==> src/rtl/fb_scan_if.sv <==
// Scanner bus: frame RAM read port plus the pixel stream towards the LCD controller.
// The master side is the scanner; the slave side is RAM/LCD.
interface fb_scan_if #(
    parameter int XW = 8,
    parameter int YW = 9,
    parameter int AW = 17,
    parameter int DW = 16
);
    logic [AW-1:0] ram_rdaddr;
    logic [DW-1:0] ram_rddata;
    logic          pixelReady;
    logic          pix_valid;
    logic [DW-1:0] pix_data;
    logic [XW-1:0] xAddr;
    logic [YW-1:0] yAddr;

    modport master (
        output ram_rdaddr, pix_valid, pix_data, xAddr, yAddr,
        input  ram_rddata, pixelReady
    );

    modport slave (
        input  ram_rdaddr, pix_valid, pix_data, xAddr, yAddr,
        output ram_rddata, pixelReady
    );
endinterface

==> src/rtl/fb_scan_ctrl.sv <==
// Framebuffer-to-LCD scanner: walks a window of the frame RAM in raster order and
// returns pixel data tagged with LCD coordinates, aligned to the RAM read latency.
module fb_scan_ctrl #(
    parameter int H_RES  = 240,
    parameter int V_RES  = 320,
    parameter int XW     = 8,
    parameter int YW     = 9,
    parameter int AW     = 17,
    parameter int DW     = 16,
    parameter int RD_LAT = 1
) (
    input  logic          clk50M,
    input  logic          rst_n,
    input  logic          start,
    input  logic          cont,
    input  logic          mirror_x,
    input  logic          mirror_y,
    input  logic [XW-1:0] win_x0,
    input  logic [XW-1:0] win_x1,
    input  logic [YW-1:0] win_y0,
    input  logic [YW-1:0] win_y1,
    fb_scan_if.master     bus,
    output logic          busy,
    output logic          frame_start,
    output logic          frame_done,
    output logic          win_err
);
    typedef enum logic [1:0] {IDLE, SCAN, DRAIN} state_t;

    localparam int unsigned   NSTG   = RD_LAT + 1;
    localparam logic [XW:0]   H_LIM  = (XW+1)'(H_RES);
    localparam logic [YW:0]   V_LIM  = (YW+1)'(V_RES);
    localparam logic [XW-1:0] X_LAST = XW'(H_RES - 1);
    localparam logic [YW-1:0] Y_LAST = YW'(V_RES - 1);

    state_t        state, state_nx;
    logic [XW-1:0] cx0, cx1, x;
    logic [YW-1:0] cy0, cy1, y;
    logic          mx, my, first;
    logic          win_bad;
    logic [XW-1:0] ex0, ex1;
    logic [YW-1:0] ey0, ey1;
    logic          issue, last, latch, pipe_busy;
    logic [XW-1:0] xm;
    logic [YW-1:0] ym;
    logic [AW-1:0] addr;

    // Tag pipeline: stage k holds the pixel whose address went out k+1 cycles ago.
    logic [RD_LAT:0] pv, plast;
    logic [XW-1:0]   px [NSTG];
    logic [YW-1:0]   py [NSTG];

    always_comb begin
        win_bad = (win_x0 > win_x1) || (win_y0 > win_y1) ||
                  ({1'b0, win_x1} >= H_LIM) || ({1'b0, win_y1} >= V_LIM);
        ex0 = win_bad ? '0     : win_x0;
        ex1 = win_bad ? X_LAST : win_x1;
        ey0 = win_bad ? '0     : win_y0;
        ey1 = win_bad ? Y_LAST : win_y1;
    end

    always_comb begin
        xm   = mx ? X_LAST - x : x;
        ym   = my ? Y_LAST - y : y;
        addr = AW'(ym) * AW'(H_RES) + AW'(xm);
    end

    assign pipe_busy = |pv;
    assign busy      = (state != IDLE);

    always_ff @(posedge clk50M) begin
        if (!rst_n) state <= IDLE;
        else        state <= state_nx;
    end

    // A continuous restart re-latches on the last issue itself, so the next frame
    // issues on the following cycle without passing through DRAIN.
    always_comb begin
        state_nx = state;
        latch    = 1'b0;
        issue    = 1'b0;
        last     = 1'b0;
        unique case (state)
            IDLE: begin
                if (start) begin
                    latch    = 1'b1;
                    state_nx = SCAN;
                end
            end
            SCAN: begin
                issue = bus.pixelReady;
                last  = bus.pixelReady && (x == cx1) && (y == cy1);
                if (last) begin
                    if (cont) latch    = 1'b1;
                    else      state_nx = DRAIN;
                end
            end
            DRAIN: begin
                if (!pipe_busy) begin
                    if (cont) begin
                        latch    = 1'b1;
                        state_nx = SCAN;
                    end else begin
                        state_nx = IDLE;
                    end
                end
            end
            default: state_nx = IDLE;
        endcase
    end

    always_ff @(posedge clk50M) begin
        if (!rst_n) begin
            cx0            <= '0;
            cx1            <= '0;
            cy0            <= '0;
            cy1            <= '0;
            x              <= '0;
            y              <= '0;
            mx             <= 1'b0;
            my             <= 1'b0;
            first          <= 1'b0;
            win_err        <= 1'b0;
            frame_start    <= 1'b0;
            frame_done     <= 1'b0;
            pv             <= '0;
            plast          <= '0;
            for (int unsigned k = 0; k < NSTG; k++) begin
                px[k] <= '0;
                py[k] <= '0;
            end
            bus.ram_rdaddr <= '0;
            bus.pix_valid  <= 1'b0;
            bus.pix_data   <= '0;
            bus.xAddr      <= '0;
            bus.yAddr      <= '0;
        end else begin
            if (latch) begin
                cx0     <= ex0;
                cx1     <= ex1;
                cy0     <= ey0;
                cy1     <= ey1;
                x       <= ex0;
                y       <= ey0;
                mx      <= mirror_x;
                my      <= mirror_y;
                win_err <= win_bad;
                first   <= 1'b1;
            end else if (issue) begin
                if (x == cx1) begin
                    x <= cx0;
                    y <= y + 1'b1;
                end else begin
                    x <= x + 1'b1;
                end
                first <= 1'b0;
            end

            // frame_start is aligned with ram_rdaddr carrying the window origin.
            frame_start <= issue && first;
            if (issue) bus.ram_rdaddr <= addr;

            pv    <= {pv[RD_LAT-1:0], issue};
            plast <= {plast[RD_LAT-1:0], last};
            px[0] <= x;
            py[0] <= y;
            for (int unsigned k = 1; k < NSTG; k++) begin
                px[k] <= px[k-1];
                py[k] <= py[k-1];
            end

            bus.pix_valid <= pv[RD_LAT];
            frame_done    <= pv[RD_LAT] && plast[RD_LAT];
            if (pv[RD_LAT]) begin
                bus.pix_data <= DW'(bus.ram_rddata);
                bus.xAddr    <= px[RD_LAT];
                bus.yAddr    <= py[RD_LAT];
            end
        end
    end
endmodule
==> src/flat_wrapper.sv <==
// flat-port wrapper written by rule: the top's interface ports become plain ports
module fb_scan_ctrl_flat 
#(
    parameter int H_RES  = 240,
    parameter int V_RES  = 320,
    parameter int XW     = 8,
    parameter int YW     = 9,
    parameter int AW     = 17,
    parameter int DW     = 16,
    parameter int RD_LAT = 1
)
  (clk50M, rst_n, start, cont, mirror_x, mirror_y, win_x0, win_x1, win_y0, win_y1, busy, frame_start, frame_done, win_err, bus_ram_rdaddr, bus_pix_valid, bus_pix_data, bus_xAddr, bus_yAddr, bus_ram_rddata, bus_pixelReady);
  fb_scan_if #(.XW(XW), .YW(YW), .AW(AW), .DW(DW)) bus_i ();
  input  logic clk50M;
  input  logic rst_n;
  input  logic start;
  input  logic cont;
  input  logic mirror_x;
  input  logic mirror_y;
  input  logic [XW-1:0] win_x0;
  input  logic [XW-1:0] win_x1;
  input  logic [YW-1:0] win_y0;
  input  logic [YW-1:0] win_y1;
  output logic busy;
  output logic frame_start;
  output logic frame_done;
  output logic win_err;
  output wire logic [$bits(bus_i.ram_rdaddr)-1:0] bus_ram_rdaddr;
  output wire logic [$bits(bus_i.pix_valid)-1:0] bus_pix_valid;
  output wire logic [$bits(bus_i.pix_data)-1:0] bus_pix_data;
  output wire logic [$bits(bus_i.xAddr)-1:0] bus_xAddr;
  output wire logic [$bits(bus_i.yAddr)-1:0] bus_yAddr;
  input wire logic [$bits(bus_i.ram_rddata)-1:0] bus_ram_rddata;
  input wire logic [$bits(bus_i.pixelReady)-1:0] bus_pixelReady;
  assign bus_ram_rdaddr = bus_i.ram_rdaddr;
  assign bus_pix_valid = bus_i.pix_valid;
  assign bus_pix_data = bus_i.pix_data;
  assign bus_xAddr = bus_i.xAddr;
  assign bus_yAddr = bus_i.yAddr;
  assign bus_i.ram_rddata = bus_ram_rddata;
  assign bus_i.pixelReady = bus_pixelReady;
  fb_scan_ctrl #(.H_RES(H_RES), .V_RES(V_RES), .XW(XW), .YW(YW), .AW(AW), .DW(DW), .RD_LAT(RD_LAT)) u_core (.clk50M(clk50M), .rst_n(rst_n), .start(start), .cont(cont), .mirror_x(mirror_x), .mirror_y(mirror_y), .win_x0(win_x0), .win_x1(win_x1), .win_y0(win_y0), .win_y1(win_y1), .bus(bus_i), .busy(busy), .frame_start(frame_start), .frame_done(frame_done), .win_err(win_err));
endmodule
==> config.mk <==
export PLATFORM = sky130hd
export DESIGN_NAME = fb_scan_ctrl_flat
export DESIGN_NICKNAME = d
export VERILOG_FILES = /design/src/rtl/fb_scan_if.sv /design/src/rtl/fb_scan_ctrl.sv /design/src/flat_wrapper.sv
export SDC_FILE = /design/constraint.sdc
export NUM_CORES = 1
export LEC_CHECK = 0
export ABC_AREA = 1
export ABC_CLOCK_PERIOD_IN_PS = 4600
export CELL_PAD_IN_SITES_DETAIL_PLACEMENT = 0
export CELL_PAD_IN_SITES_GLOBAL_PLACEMENT = 1
export CORE_ASPECT_RATIO = 1.25
export CORE_MARGIN = 3
export CORE_UTILIZATION = 48
export CTS_BUF_LIST = sky130_fd_sc_hd__clkbuf_2 sky130_fd_sc_hd__clkbuf_4 sky130_fd_sc_hd__clkbuf_8
export DETAILED_ROUTE_END_ITERATION = 8
export DONT_BUFFER_PORTS = 1
export MAX_ROUTING_LAYER = met4
export PLACE_DENSITY = 0.95
export SETUP_SLACK_MARGIN = 0.1
export SLEW_MARGIN = 30
export SYNTH_ARGS = -nofsm -noshare
export SYNTH_HDL_FRONTEND = slang
export SYNTH_SLANG_ARGS = --single-unit
==> constraint.sdc <==
create_clock -name clk50M -period 4.6 [get_ports clk50M]
set_input_delay 0.69 -clock clk50M [delete_from_list [all_inputs] [get_ports clk50M]]
set_output_delay 0.69 -clock clk50M [all_outputs]
set_load 0.01 [all_outputs]
==> impl_metrics.ini <==
[outcome]
status = complete, no violations

[timing]
skew_ps = 15.6
relSlewSlack = 0.393
finalWorstSetupSlack_ps = 643
finalSetupViolCount = 0
drv_slew = 0
clock.fmax_ghz = 0.253
min_period_over_period = 0.860
rsz0062_at_grt = no
tns_ps = 0
worst_pin_slew_ps = 911
hold_viol_final = 0
period_needed_ps = 3960

[yosys]
synth-async-reset-ratio = 0
ys_top_cells_by_area = dfxtp_1, nand2_1, inv_1
yosysSeqAreaShare = 0.369
synth.most_common_cell = nand2_1
synth-edff-count = 0
syn_nets = 1161
yosysTopAreaCell = dfxtp_1
yosys_warnings = 0
synth_cells = 1047
synth-main-ff-cell = dfxtp_1
yosys_register_bits = 139
yosys-top-cells-count = nand2_1, inv_1, dfxtp_1, nor2_1, o21ai_0
syn_avg_cell_area_um2 = 7.21
netlist_area_um2 = 7550
yosysTopAreaCellShare = 0.369
yosysUniqueCellTypes = 45

[cts]
clkSlewWorstSetupHoldPaths_ps = 90
cts_buffer_depth = 2
cts-root-buf = clkbuf_8
numCtsBuffers = 17
holdBufCountCts = 0
cts_tree = done
worstSkewPairLatency_ps = 450
clock-sinks = 139
cts.htree.levels = 4

[layout]
syn2layout_area_growth_pct = 6.15
nets = 1144
drive_gt1_frac = 0.0633
final_core_util = 0.527
antenna_cells = 0
design_area_um2 = 8010

[grt]
grt_util_all_layers = 0.201
grt_overflow = 0
grt_start_max_net_pins = 117
grt_pass1_wl_um = 27900
antenna_found_initial = 0
grt_pass1_vias = 5817

[setup_path]
setup.worst_path.class = reg2reg
cp.arrival_ps = 4310
reg2regPathDepth = 19
cp-end-kind = flip-flop
worst_ep_required_time_ps = 4950
r2r-end = u_core.bus.ram_rdaddr[15]
reg2reg_from = u_core.y[6]
timing.critical_path.from_type = flip-flop
cp_max_fo = 7
critical_path.startpoint = u_core.y[6]
rrSetupSlack_ps = 640
cp-endpoint = u_core.bus.ram_rdaddr[15]

[routing]
vias = 6234
finalWirelength_um = 16700
met3_length_um = 1040
wl_per_cell_um = 13.4
dr.pass1.iters = 5
drtIter0Drc = 342
top_layer = met4
dr_wl_met2_um = 7660
drc = 0
ant_nets = 0
wl_met1_um = 7740
viasPerCell = 4.99

[die]
die_x_um = 118
core_um2 = 15200
chipHeight_um = 146
die_area_um2 = 17300
start_util = 0.496
ios = 112
rows = 50

[placement]
port_buffers = 0
post_dp_cell_area_um2 = 7620
place_ws_ps = 508
dpl.hpwl_um = 12200
gp_congestion = 0.854

[flow_run]
maxCapViolCount = 0

[hold_path]
hold_path_class = in2reg

[power]
leakage_nw = 4.21
cellPowerDensity_nw_per_um2 = 484
ir_worst_vdd_mv = 0.193
-- worst max-delay path, stage by stage, from the launching register on --
cell,delay (ps)
dfxtp_2,410
inv_1,190
ha_1,330
nand2_1,40
o21ai_0,180
inv_1,210
fa_1,510
fa_1,510
inv_1,40
ha_1,340
nand2_1,130
inv_1,50
a21oi_1,170
nand3_1,100
nand2_1,140
nand4_1,140
o21bai_1,150
nand3_1,80
nand2_1,80
inv_1,30
-- cells by family after synthesis --
kind of cell | share of synthesized area
flops | 0.369
xor+xnor | 0.0472
fa+ha+maj | 0.104
buf+inv | 0.116
compound gates | 0.119
simple gates | 0.244
-- layout by cell type, fill, tap and decap left out, types with 3 or more instances in the layout --
cell | synthesis | final
nand2_1 | 230 | 230
inv_2 | 5 | 6
xnor2_1 | 9 | 9
ha_1 | 47 | 47
clkbuf_8 | 0 | 17
a21oi_1 | 43 | 43
inv_1 | 167 | 166
o21bai_1 | 5 | 5
xor2_1 | 28 | 28
nor3_1 | 5 | 5
nand3_1 | 61 | 61
nand4_1 | 17 | 17
dfxtp_1 | 139 | 138
nor2_1 | 109 | 109
o21ai_0 | 89 | 89
inv_6 | 0 | 7
fa_1 | 10 | 10
clkinvlp_4 | 0 | 3
a31oi_1 | 4 | 4
buf_4 | 1 | 3
a21oi_2 | 10 | 10
-- final cells by class --
cell class | instances | area (um2)
Clock buffer | 17 | 234
Clock inverter | 14 | 158
Fill cell | 1529 | 7190
Inverter | 175 | 664
Multi-Input combinational cell | 694 | 3890
Sequential cell | 139 | 2780
Tap cell | 208 | 260
Timing Repair Buffer | 3 | 22.5
-- where the power goes --
group	internal, W	switching, W
combinational	0.000531	0.000920
sequential	0.00131	0.000124
clock	0.000490	0.000499
total	0.00233	0.00154
-- metrics by stage --
| stage | instances | hold slack (ps) | total power [W] |
|---|---|---|---|
| 3_3_place_gp | 1219 | 394 | 0.00290 |
| 5_1_grt | 1250 | 350 | 0.00420 |
| 3_5_place_dp | 1219 | 395 | 0.00292 |
| 4_1_cts | 1250 | 315 | 0.00392 |
| 6_report | 1250 | 373 | 0.00387 |
| 2_1_floorplan | 1047 | 390 | 0.00265 |
-- routing by layer --
| metal | GRT usage | vias to the layer above |
|---|---|---|
| met2 | 0.314 | 167 |
| met1 | 0.257 | 2787 |
| li1 | - | 3259 |
| met5 | - | - |
| met4 | 0.0751 | 0 |
| met3 | 0.0426 | 21 |
-- repair_timing --
action,CTS,global route
resized for setup,0,1
endpoints found under the setup margin,0,3
buffers inserted,0,0
-- registers in the layout, summed over array words and instances (netlist names), 8 cells and up --
| register | cells |
|---|---|
| u_core.y | 9 |
| u_core.bus.ram_rdaddr | 17 |
| u_core.py | 18 |
| u_core.bus.xAddr | 8 |
| u_core.cx1 | 8 |
| u_core.bus.pix_data | 16 |
| u_core.bus.yAddr | 9 |
| u_core.cy1 | 9 |
| u_core.cx0 | 8 |
| u_core.x | 8 |
| u_core.px | 16 |
-- worst min-delay path by stage --
stage	from	end	depth (start not counted)	slack (ps)
2_1_floorplan	u_core.plast[0]	u_core.plast[1]	2	390
5_1_grt	rst_n	u_core.px[1][0]	2	350
4_1_cts	rst_n	u_core.plast[1]	2	310
3_5_place_dp	u_core.px[0][7]	u_core.px[1][7]	2	400
6_report	rst_n	u_core.bus.pix_data[11]	2	370
3_3_place_gp	u_core.px[0][1]	u_core.px[1][1]	2	390
No activity file was read; power rests on OpenSTA's default activity.
